## config.mk

```make
export PLATFORM = sky130hd
export DESIGN_NAME = mem_arbiter
export DESIGN_NICKNAME = d
export VERILOG_FILES = /design/src/rtl/mem_arbiter.sv
export SDC_FILE = /design/constraint.sdc
export NUM_CORES = 1
export LEC_CHECK = 0
export ABC_AREA = 1
export CELL_PAD_IN_SITES_DETAIL_PLACEMENT = 0
export CELL_PAD_IN_SITES_GLOBAL_PLACEMENT = 1
export CORE_ASPECT_RATIO = 0.6
export CORE_MARGIN = 4
export CORE_UTILIZATION = 33
export CTS_CLUSTER_DIAMETER = 40
export DETAILED_ROUTE_END_ITERATION = 10
export GPL_ROUTABILITY_DRIVEN = 1
export HOLD_SLACK_MARGIN = 0.05
export PLACE_DENSITY_LB_ADDON = 0.25
export REMOVE_ABC_BUFFERS = 1
export SYNTH_ARGS = -nofsm -noshare
export SYNTH_HDL_FRONTEND = slang
export SYNTH_SLANG_ARGS = --single-unit
```

## constraint.sdc

```tcl
create_clock -name clk -period 2.65 [get_ports clk]
set_clock_uncertainty 0.15 [all_clocks]
set_input_delay 0.53 -clock clk [delete_from_list [all_inputs] [get_ports clk]]
set_output_delay 0.53 -clock clk [all_outputs]
set_load 0.01 [all_outputs]
```

## src/rtl/mem_arbiter.sv

```systemverilog
// Purpose : shares one unified Memory port between instruction fetch and load/store, one access at a time.
// Latency : request sampled at IDLE edge k, memory driven k..k+1, ack pulse k+1..k+2, next sample at k+3.
// Backpressure: requesters hold their request until ack; mem_ack_i=0 stretches ACCESS indefinitely.
//
// Ports:
//   clk, rst_n                    clock, asynchronous active-low reset
//   i_rd_en_i, i_addr_i           instruction read request / address
//   i_data_o, i_ack_o             instruction read data (held) / one-cycle completion pulse
//   d_rd_en_i, d_wr_en_i          data read / write request (write wins if both set)
//   d_addr_i, d_data_i            data address / write data
//   d_data_o, d_ack_o             load data (held) / one-cycle completion pulse
//   mem_rd_en_o, mem_wr_en_o      Memory read / write enables
//   mem_addr_o, mem_data_o        Memory address / write data
//   mem_data_i, mem_ack_i         Memory read data / access-complete strobe
module mem_arbiter #(
    parameter int STARVE_LIMIT = 4
) (
    input  logic        clk,
    input  logic        rst_n,
    input  logic        i_rd_en_i,
    input  logic [31:0] i_addr_i,
    output logic [31:0] i_data_o,
    output logic        i_ack_o,
    input  logic        d_rd_en_i,
    input  logic        d_wr_en_i,
    input  logic [31:0] d_addr_i,
    input  logic [31:0] d_data_i,
    output logic [31:0] d_data_o,
    output logic        d_ack_o,
    output logic        mem_rd_en_o,
    output logic        mem_wr_en_o,
    output logic [31:0] mem_addr_o,
    output logic [31:0] mem_data_o,
    input  logic [31:0] mem_data_i,
    input  logic        mem_ack_i
);

    localparam logic [3:0] LIMIT = 4'(STARVE_LIMIT);

    typedef enum logic [1:0] {S_IDLE, S_ACCESS, S_RESP} state_t;
    typedef enum logic [1:0] {OWN_NONE, OWN_I, OWN_D} owner_t;

    state_t      state_q;
    owner_t      owner_q;
    logic        op_wr_q;
    logic [3:0]  starve_cnt_q;
    logic [3:0]  starve_cnt_d;
    logic [31:0] i_data_q;
    logic [31:0] d_data_q;
    logic        i_ack_q;
    logic        d_ack_q;
    // The mem_* registers double as the latched address / write data of the
    // access in flight; they are zero outside ACCESS.
    logic        mem_rd_en_q;
    logic        mem_wr_en_q;
    logic [31:0] mem_addr_q;
    logic [31:0] mem_data_q;

    logic d_req;
    logic grant_i;
    logic grant_d;

    // Data-first arbitration; instruction wins only once the data side has
    // taken STARVE_LIMIT consecutive grants over a pending fetch.
    always_comb begin
        d_req        = d_rd_en_i | d_wr_en_i;
        grant_i      = i_rd_en_i && (!d_req || (starve_cnt_q == LIMIT));
        grant_d      = d_req && !grant_i;
        starve_cnt_d = starve_cnt_q;
        if (!i_rd_en_i || grant_i) begin
            starve_cnt_d = 4'd0;
        end else if (grant_d && (starve_cnt_q != LIMIT)) begin
            starve_cnt_d = starve_cnt_q + 4'd1;
        end
    end

    always_ff @(posedge clk or negedge rst_n) begin
        if (!rst_n) begin
            state_q      <= S_IDLE;
            owner_q      <= OWN_NONE;
            op_wr_q      <= 1'b0;
            starve_cnt_q <= 4'd0;
            i_data_q     <= 32'd0;
            d_data_q     <= 32'd0;
            i_ack_q      <= 1'b0;
            d_ack_q      <= 1'b0;
            mem_rd_en_q  <= 1'b0;
            mem_wr_en_q  <= 1'b0;
            mem_addr_q   <= 32'd0;
            mem_data_q   <= 32'd0;
        end else begin
            case (state_q)
                S_IDLE: begin
                    starve_cnt_q <= starve_cnt_d;
                    if (grant_i) begin
                        owner_q     <= OWN_I;
                        op_wr_q     <= 1'b0;
                        mem_rd_en_q <= 1'b1;
                        mem_wr_en_q <= 1'b0;
                        mem_addr_q  <= i_addr_i;
                        mem_data_q  <= 32'd0;
                        state_q     <= S_ACCESS;
                    end else if (grant_d) begin
                        // A simultaneous read+write request is a write.
                        owner_q     <= OWN_D;
                        op_wr_q     <= d_wr_en_i;
                        mem_rd_en_q <= !d_wr_en_i;
                        mem_wr_en_q <= d_wr_en_i;
                        mem_addr_q  <= d_addr_i;
                        mem_data_q  <= d_wr_en_i ? d_data_i : 32'd0;
                        state_q     <= S_ACCESS;
                    end
                end
                S_ACCESS: begin
                    // Without mem_ack_i all drives simply hold (wait state).
                    if (mem_ack_i) begin
                        if (!op_wr_q) begin
                            if (owner_q == OWN_I) begin
                                i_data_q <= mem_data_i;
                            end else begin
                                d_data_q <= mem_data_i;
                            end
                        end
                        i_ack_q     <= (owner_q == OWN_I);
                        d_ack_q     <= (owner_q == OWN_D);
                        mem_rd_en_q <= 1'b0;
                        mem_wr_en_q <= 1'b0;
                        mem_addr_q  <= 32'd0;
                        mem_data_q  <= 32'd0;
                        state_q     <= S_RESP;
                    end
                end
                S_RESP: begin
                    i_ack_q <= 1'b0;
                    d_ack_q <= 1'b0;
                    owner_q <= OWN_NONE;
                    op_wr_q <= 1'b0;
                    state_q <= S_IDLE;
                end
                default: begin
                    state_q <= S_IDLE;
                end
            endcase
        end
    end

    assign i_data_o    = i_data_q;
    assign i_ack_o     = i_ack_q;
    assign d_data_o    = d_data_q;
    assign d_ack_o     = d_ack_q;
    assign mem_rd_en_o = mem_rd_en_q;
    assign mem_wr_en_o = mem_wr_en_q;
    assign mem_addr_o  = mem_addr_q;
    assign mem_data_o  = mem_data_q;

endmodule

```

# Yosys cells after proc, flatten, opt, wreduce, memory -nomap -nowiden

Cells that the tools add are included.

Add/subtract/negate cells: 1
Equality and inequality tests: 8
Muxes and demuxes: 29
Bitwise logic cells: 3
Reduce and logical (&&, ||, !) cells: 21

Operators with widths:

| cell                | number |
|---|---|
| $mux 32             | 6 |
| $pmux 32 s2         | 2 |
| $mux 2              | 5 |
| $pmux 1 s2          | 5 |
| $mux 4              | 2 |
| $pmux 2 s2          | 2 |
| $reduce_and 2->1    | 4 |
| $reduce_and 4->1    | 2 |
| $reduce_bool 2->1   | 4 |
| $mux 1              | 7 |
| $add 4x1->4 const B | 1 |
| $eq 2x1->1 const B  | 2 |
| $eq 2x2->1 const B  | 2 |
| $eq 4x3->1 const B  | 1 |
| $logic_not 1->1     | 4 |
| $ne 4x3->1 const B  | 1 |
| $logic_and 1x1->1   | 3 |
| $ne 3x3->1 const B  | 1 |
| $reduce_and 3->1    | 1 |
| $logic_not 2->1     | 1 |
| $logic_or 1x1->1    | 2 |
| $ne 2x2->1 const B  | 1 |
| $not 1->1           | 2 |
| $or 1x1->1          | 1 |

Register bits: 141
Input bits: 134
Output and inout bits: 132
Word-level logic and storage cells: 74

# Logic depth before layout (Yosys ltp)

Gate-level depths: netlist of run 1.

Depth in word-level cells: 9
Mapped depth: 9
Gate-level depth less buffers: 8

# Worst setup path after synthesis of run 1

Ideal clock, no wire load.

Kind: input -> register
Start point: input port d_wr_en_i
End point: register mem_data_q[11], in the netlist mem_data_o[11]
Library setup time: 119 ps
Arrival: 1332 ps
Data required time: 2381 ps
Slack: 1049 ps
Stages: 9
Buffers on the path: 3
Path through: buf_6 nor2_8 inv_2 nand2_4 nand2_2 buf_6 buf_6 nand4_1 nand2_1

Longest elaborated chain between the ends: 8
Elaborated cells between the ends (all ways): 12
Classes of those cells: 1 x eq/ne; 4 x mux; 1 x bitwise; 6 x reduce/logical

Ends and longest elaborated chain:

| element                    | RTL line | RTL |
|---|---|---|
| from (decl)                | 25       | `input logic d_wr_en_i,` |
| $or 1x1->1                 | 66       | `d_req = d_rd_en_i \| d_wr_en_i;` |
| $logic_not 1->1            | 67       | `grant_i = i_rd_en_i && (!d_req \|\| (starve_cnt_q == LIMIT));` |
| $logic_or 1x1->1           | 67       |  |
| $logic_and 1x1->1          | 67       |  |
| $logic_not 1->1            | 68       | `grant_d = d_req && !grant_i;` |
| $logic_and 1x1->1          | 68       |  |
| $ne 3x3->1 (no line)       | --       |  |
| $reduce_and 3->1 (no line) | --       |  |
| to (signal assigned)       | 110      | `mem_data_q <= d_wr_en_i ? d_data_i : 32'd0;` |
| to (decl)                  | 57       | `logic [31:0] mem_data_q;` |

Several ways; a longest one is shown, not always the timed one. The select of a mux whose other input is x is not followed.
A chain may end at the register's enable or synchronous reset.

# Worst setup path in the final report of run 1

Start point: register i_data_q[26], in the netlist i_data_o[26]
End point: output port i_data_o[26]

RTL lines:

| element                | RTL line | RTL |
|---|---|---|
| from (decl)            | 48       | `logic [31:0] i_data_q;` |
| from (signal assigned) | 119      | `i_data_q <= mem_data_i;` |
| to (decl)              | 22       | `output logic [31:0] i_data_o,` |

No word-level cell between the ends.

==> flow_metrics.py, run 1 <==
metrics = {
    "timing": {
        "final.setup.tns_ns": 0,
        "hold_violations": 0,
        "min_period_ns": 2.02,
        "drv_slew": 0,
        "rsz0062_at_grt": "no",
        "finalSetupViolations": 0,
        "fmax_mhz": 495,
        "tightest_slew_ns": 0.468,
        "period_share": 0.762,
        "slew_headroom": 0.688,
        "hold-worst-slack_ns": 0.317,
    },
    "floorplan": {
        "start_util": 0.340,
        "coreArea_sq_um": 18200,
        "die_y_um": 114,
        "design.die.area_sq_um": 21100,
        "rows": 38,
        "die_w_um": 185,
        "ios": 266,
    },
    "final_layout": {
        "layout-drive-gt1-share": 0.0818,
        "fin_nets": 1064,
        "diodes": 0,
        "layout_common_cells": "clkdlybuf4s50_1 (264), nand2_1 (233), dfrtp_1 (141)",
        "syn_to_final_growth_pct": 55.8,
        "fin_cells": 1181,
        "fin_area_sq_um": 9630,
        "mostFrequentLayoutCell": "clkdlybuf4s50_1",
    },
    "clock_network": {
        "cts-root-buf": "clkbuf_16",
        "numCtsBuffers": 17,
        "cts_max_level": 4,
        "cts_tree": "done",
        "cts_sinks": 141,
        "path_clk_slew_ns": 0.07,
        "ctsResizeCount": 0,
        "clk_path_buf_depth": 2,
        "worstSkewPairLatency_ns": 0.41,
    },
    "grt": {
        "busiest_layer": "met2",
        "grt_pass1_wl_um": 31800,
        "first_global_vias": 5626,
        "grt_overflow": 0,
        "grtUsageMet3": 0.0551,
        "grt_use_met2": 0.283,
        "antenna_found_initial": 0,
        "grt_start_max_net_pins": 67,
        "grtUsageTotal": 0.189,
        "grtUsageMet1": 0.271,
    },
    "setup_path": {
        "slowest_stage": "clkdlybuf4s50_1",
        "worstPathMaxFanout": 2,
        "cp.buffers_inverters": 1,
        "end_kind": "primary output",
        "required_ns": 1.97,
        "worstPathArrival_ns": 1.34,
        "cp_top_family": "buffers and inverters",
        "critPathLaunch": "i_data_o[26]$_DFFE_PN0P_",
        "crit_chain": "clkdlybuf4s50_1",
        "r2r_end": "d_data_o[27]$_DFFE_PN0P_",
        "critPathMaxStageDelay_ns": 0.57,
        "r2r_cells": 7,
        "worstReg2RegStart": "op_wr_q$_DFFE_PN0P_",
        "startpoint_type": "register",
        "regToRegSetupSlack_ns": 0.81,
        "crit_type": "register to primary output",
    },
    "detailed_routing": {
        "drt_iter0_markers": 274,
        "antenna_left": 0,
        "via_count": 5623,
        "drt_wl_total_um": 20100,
        "wl_per_cell_um": 17.0,
        "drt-pass1-iter-count": 5,
        "viasPerCell": 4.76,
        "remaining_drc_errors": 0,
    },
    "yosys": {
        "synthesis.area_sq_um": 6180,
        "syn_avg_cell_area_sq_um": 9.12,
        "yosysUniqueCellTypes": 27,
        "yosysSeqAreaShare": 0.571,
        "synth_seq_cells": 141,
        "netlist_instances": 678,
        "yosysWarnings": 0,
    },
    "worst_hold_path": {
        "hold_depth": 2,
        "holdPathEnd": "i_data_o[27]$_DFFE_PN0P_",
        "hp-class": "register to register",
        "worstHoldStart": "i_data_o[27]$_DFFE_PN0P_",
    },
    "power": {
        "max-vdd-ir-drop_mv": 0.473,
        "cellPowerDensity_nw_per_um2": 1100,
        "p_leak_nw": 4.45,
    },
    "placed_design": {
        "gp_congestion": 0.784,
        "dp.cells": 1148,
        "port_buffers": 265,
        "place_area_sq_um": 9040,
        "dp_hpwl_um": 13600,
    },
    "outcome": {
        "status": "completed",
    },
    "flow_run": {
        "maxCapViolations": 0,
    },
}
[stage by stage]
| step | util | total power, W | worst slack (ns) |
|---|---|---|---|
| 6_report | 0.529 | 0.0106 | 0.630 |
| 5_1_grt | 0.529 | 0.0113 | 0.542 |
| 4_1_cts | 0.529 | 0.0107 | 0.595 |
| 3_5_place_dp | 0.496 | 0.00824 | 0.398 |
| 3_3_place_gp | 0.496 | 0.00822 | 0.419 |
| 2_1_floorplan | - | 0.00539 | -0.571 |
[how the worst max path moves through the flow]
stage / depth (start not counted) / slack [ns] / to
floorplan: 5 / -0.57 / mem_addr_o[0]$_DFFE_PN0P_
CTS: 1 / 0.60 / d_ack_o
finish: 1 / 0.63 / i_data_o[26]
global route: 1 / 0.54 / d_ack_o
global placement: 9 / 0.42 / mem_rd_en_o$_DFFE_PN0P_
detailed placement: 8 / 0.40 / op_wr_q$_DFFE_PN0P_
[Yosys cell counts]
| library cell | instances | area share |
|---|---|---|
| nand2_1 | 234 | 0.14 |
| buf_4 | 11 | 0.013 |
| xor2_1 | 1 | 0.0014 |
| ha_1 | 2 | 0.0040 |
| nand4_1 | 63 | 0.064 |
| nand2_4 | 2 | 0.0036 |
| o31ai_1 | 1 | 0.0012 |
| inv_1 | 15 | 0.0091 |
| o21ai_0 | 34 | 0.028 |
| nand2_2 | 3 | 0.0030 |
| o21ai_2 | 1 | 0.0014 |
| nor2_1 | 6 | 0.0036 |
| o21ai_1 | 3 | 0.0024 |
| a21oi_1 | 4 | 0.0032 |
| nand3_2 | 10 | 0.016 |
| buf_1 | 3 | 0.0018 |
| buf_12 | 1 | 0.0032 |
| nand3_1 | 93 | 0.075 |
| xnor2_1 | 1 | 0.0014 |
| a21oi_4 | 1 | 0.0026 |
| clkbuf_1 | 9 | 0.0055 |
| dfrtp_1 | 141 | 0.57 |
| buf_6 | 6 | 0.011 |
| inv_2 | 5 | 0.0030 |
| buf_2 | 24 | 0.019 |
| nor2_8 | 2 | 0.0065 |
| nor2_4 | 2 | 0.0036 |
[state kept, by name, summed over array words and instances (netlist names)]
name / cells
d_ack_o: 1
d_data_o: 32
i_ack_o: 1
i_data_o: 32
mem_addr_o: 32
mem_data_o: 32
mem_rd_en_o: 1
mem_wr_en_o: 1
op_wr_q: 1
owner_q: 2
starve_cnt_q: 4
state_q: 2
[logic make-up (layout without fill, tap and decap cells)]
group	count (synthesis)	after routing	synth area share
AND/OR/NAND/NOR	415	415	0.318
flip-flops	141	141	0.571
buffers and inverters	74	337	0.0664
AO/OA/AOI/OAI	44	44	0.0384
adder cells (fa/ha/maj)	2	2	0.00405
XOR/XNOR	2	2	0.00283
[cell type report]
| cell class | count | area, sq um |
|---|---|---|
| clock buffer | 21 | 450 |
| clock inverter | 11 | 134 |
| fill | 1704 | 8580 |
| inverter | 20 | 75.1 |
| multi-input combinational | 463 | 2250 |
| sequential | 141 | 3530 |
| tap | 240 | 300 |
| timing repair buffer | 285 | 2890 |
[metal layers]
metal | vias up | wire (um)
met2 | 179 | 9140
li1 | 2765 | -
met4 | 0 | 207
met3 | 14 | 1420
met1 | 2665 | 9350
met5 | - | 0
[timing repair]
action / in CTS / in global routing
endpoints found under the setup margin: 0 / 0
hold buffers: 1 / 0
setup buffers: 0 / 0
hold endpoints to repair: 41 / 0
[report_power, final]
part | switching [W] | internal (W) | leakage [nW]
sequential | 0.000496 | 0.00306 | 1.83
combinational | 0.00235 | 0.00226 | 2.36
clock | 0.000964 | 0.00143 | 0.271
total | 0.00381 | 0.00674 | 4.45
Power figures use the tool's default switching activity.
==> inputs of run 2 (changes only) <==
- CORE_UTILIZATION: 33 -> 28
- clock period: 2.65 -> 1.68 ns (I/O delays scaled with it)
==> run 2 against run 1 <==
  * First-iteration DRC count fell by 5.8%
  * Register-to-register slack got worse by 0.69 ns
  * Worst setup slack got worse by 0.55 ns
  * Critical path depth did not move
  * Largest cell class unchanged
  * Cell count rose by 4.8%
  * Sequential cell count did not move
  * Utilization fell by 6.9 points
==> flow_metrics.py, run 2 (synthesized netlist as in run 1, its figures left out) <==
metrics = {
    "outcome": {
        "status": "completed",
    },
    "grt": {
        "antenna_found_initial": 0,
        "grt_pass1_wl_um": 33600,
        "grt_start_max_net_pins": 50,
        "grtUsageTotal": 0.174,
        "grt_overflow": 0,
        "first_global_vias": 5933,
    },
    "detailed_routing": {
        "drt_iter0_markers": 258,
        "antenna_left": 0,
        "remaining_drc_errors": 0,
        "viasPerCell": 4.67,
        "wl_per_cell_um": 17.5,
        "drt_wl_total_um": 21700,
        "drt-pass1-iter-count": 4,
        "via_count": 5776,
    },
    "clock_network": {
        "clk_path_buf_depth": 2,
        "cts_sinks": 141,
        "path_clk_slew_ns": 0.06,
        "cts_max_level": 4,
        "worstSkewPairLatency_ns": 0.41,
        "numCtsBuffers": 17,
        "cts_tree": "done",
        "cts-root-buf": "clkbuf_16",
        "cts_setup_buffers": 0,
    },
    "setup_path": {
        "crit_type": "register to primary output",
        "slowest_stage": "dfrtp_1",
        "critPathMaxStageDelay_ns": 0.41,
        "required_ns": 1.19,
        "worstPathMaxFanout": 2,
        "crit_chain": "dlygate4sd2_1",
        "startpoint_type": "register",
        "end_kind": "primary output",
        "cp.buffers_inverters": 1,
        "cp_top_family": "flip-flops",
        "worstPathArrival_ns": 1.12,
    },
    "power": {
        "p_sw_w": 0.00611,
        "cellPowerDensity_nw_per_um2": 1670,
        "pwr-share-clk": 0.251,
        "combinationalPowerShare": 0.411,
        "max-vdd-ir-drop_mv": 0.753,
        "p_leak_nw": 5.04,
        "swShare": 0.372,
        "p_int_w": 0.0103,
        "seqPwrFrac": 0.339,
    },
    "floorplan": {
        "design.die.area_sq_um": 24600,
        "start_util": 0.290,
        "ios": 266,
        "die_w_um": 200,
        "die_y_um": 123,
        "rows": 41,
        "coreArea_sq_um": 21300,
    },
    "final_layout": {
        "mostFrequentLayoutCell": "nand2_1",
        "layout_common_cells": "nand2_1 (233), dfrtp_1 (141), clkdlybuf4s50_1 (132), dlygate4sd2_1 (132), nand3_1 (92)",
        "fin_nets": 1082,
        "syn_to_final_growth_pct": 58.8,
        "fin_cells": 1238,
        "diodes": 0,
        "fin_area_sq_um": 9820,
        "layout-drive-gt1-share": 0.103,
    },
    "timing": {
        "min_period_ns": 1.60,
        "slew_headroom": 0.686,
        "period_share": 0.953,
        "rsz0062_at_grt": "no",
        "hold_violations": 0,
        "tightest_slew_ns": 0.472,
        "drv_slew": 0,
        "finalSetupViolations": 0,
        "hold-worst-slack_ns": 0.129,
        "fmax_mhz": 624,
    },
    "placed_design": {
        "gp_congestion": 0.751,
        "port_buffers": 265,
        "dp_hpwl_um": 14800,
        "dp.cells": 1204,
        "place_area_sq_um": 9290,
    },
    "worst_hold_path": {
        "hp-class": "input port to async pin",
    },
    "flow_run": {
        "maxCapViolations": 0,
    },
}
==> run 2: cell types whose count changed in the layout (fill, tap and decap cells not counted), sizes merged <==
cell | before | now
buf | 20 | 37
bufinv | 2 | 4
clkbuf | 21 | 20
clkdlybuf4s50 | 264 | 132
clkinv | 2 | 3
clkinvlp | 4 | 5
dlygate4sd2 | 0 | 132
inv | 23 | 21
==> run 2: power by group through the flow <==
stage	combinational (W)	clock, W	sequential [W]
global route	0.00742	0.00437	0.00575
detailed placement	0.00775	0	0.00563
finish	0.00674	0.00411	0.00555
CTS	0.00683	0.00421	0.00557
global placement	0.00771	0	0.00562
floorplan	0.00228	0	0.00622
==> run 2: path summary, 6_finish.rpt <==
path	cells past startpoint	to	startpoint	slack [ns]
worst max-delay path	1	i_data_o[14]	i_data_o[14]$_DFFE_PN0P_	0.08
worst min-delay path	2	i_data_o[4]$_DFFE_PN0P_	rst_n	0.13
worst max register to register	8	mem_addr_o[17]$_DFFE_PN0P_	starve_cnt_q[1]$_DFFE_PN0P_	0.12
worst min register to register	2	i_data_o[22]$_DFFE_PN0P_	i_data_o[22]$_DFFE_PN0P_	0.31
max in group asynchronous	3	mem_addr_o[3]$_DFFE_PN0P_	rst_n	0.76
min in group clk	2	i_data_o[22]$_DFFE_PN0P_	i_data_o[22]$_DFFE_PN0P_	0.31
==> run 2: cell type report <==
cell class	instances	area, sq um
Inverter	20	75.1
Tap cell	279	349
Multi-Input combinational cell	463	2260
Clock inverter	13	189
Timing Repair Buffer	303	2970
Clock buffer	19	453
Sequential cell	141	3530
Fill cell	2134	11500
==> run 2: metal layers <==
metal  global-route usage  wire length, um  share of wire
met1                0.255            10400           0.48
met2                0.255             9800           0.45
met3               0.0496             1290          0.059
met4               0.0407              198         0.0091
met5                    0                0              0
==> run 2: stage by stage <==
stage	worst slack [ns]	power, W	setup TNS (ns)	utilization
floorplan	-1.54	0.00850	-127.58	-
global placement	-0.281	0.0133	-21.43	0.435
detailed placement	-0.301	0.0134	-23.13	0.435
CTS	0.0511	0.0166	0	0.458
global route	0.0139	0.0175	0	0.460
finish	0.0784	0.0164	0	0.460
==> run 2: what timing repair did <==
item                                    in CTS  in global routing
endpoints found under the hold margin      141                  0
gates resized for setup                    132                  5
endpoints found under the setup margin     132                 44
hold buffers                                 1                  0
gates cloned                                 0                  1
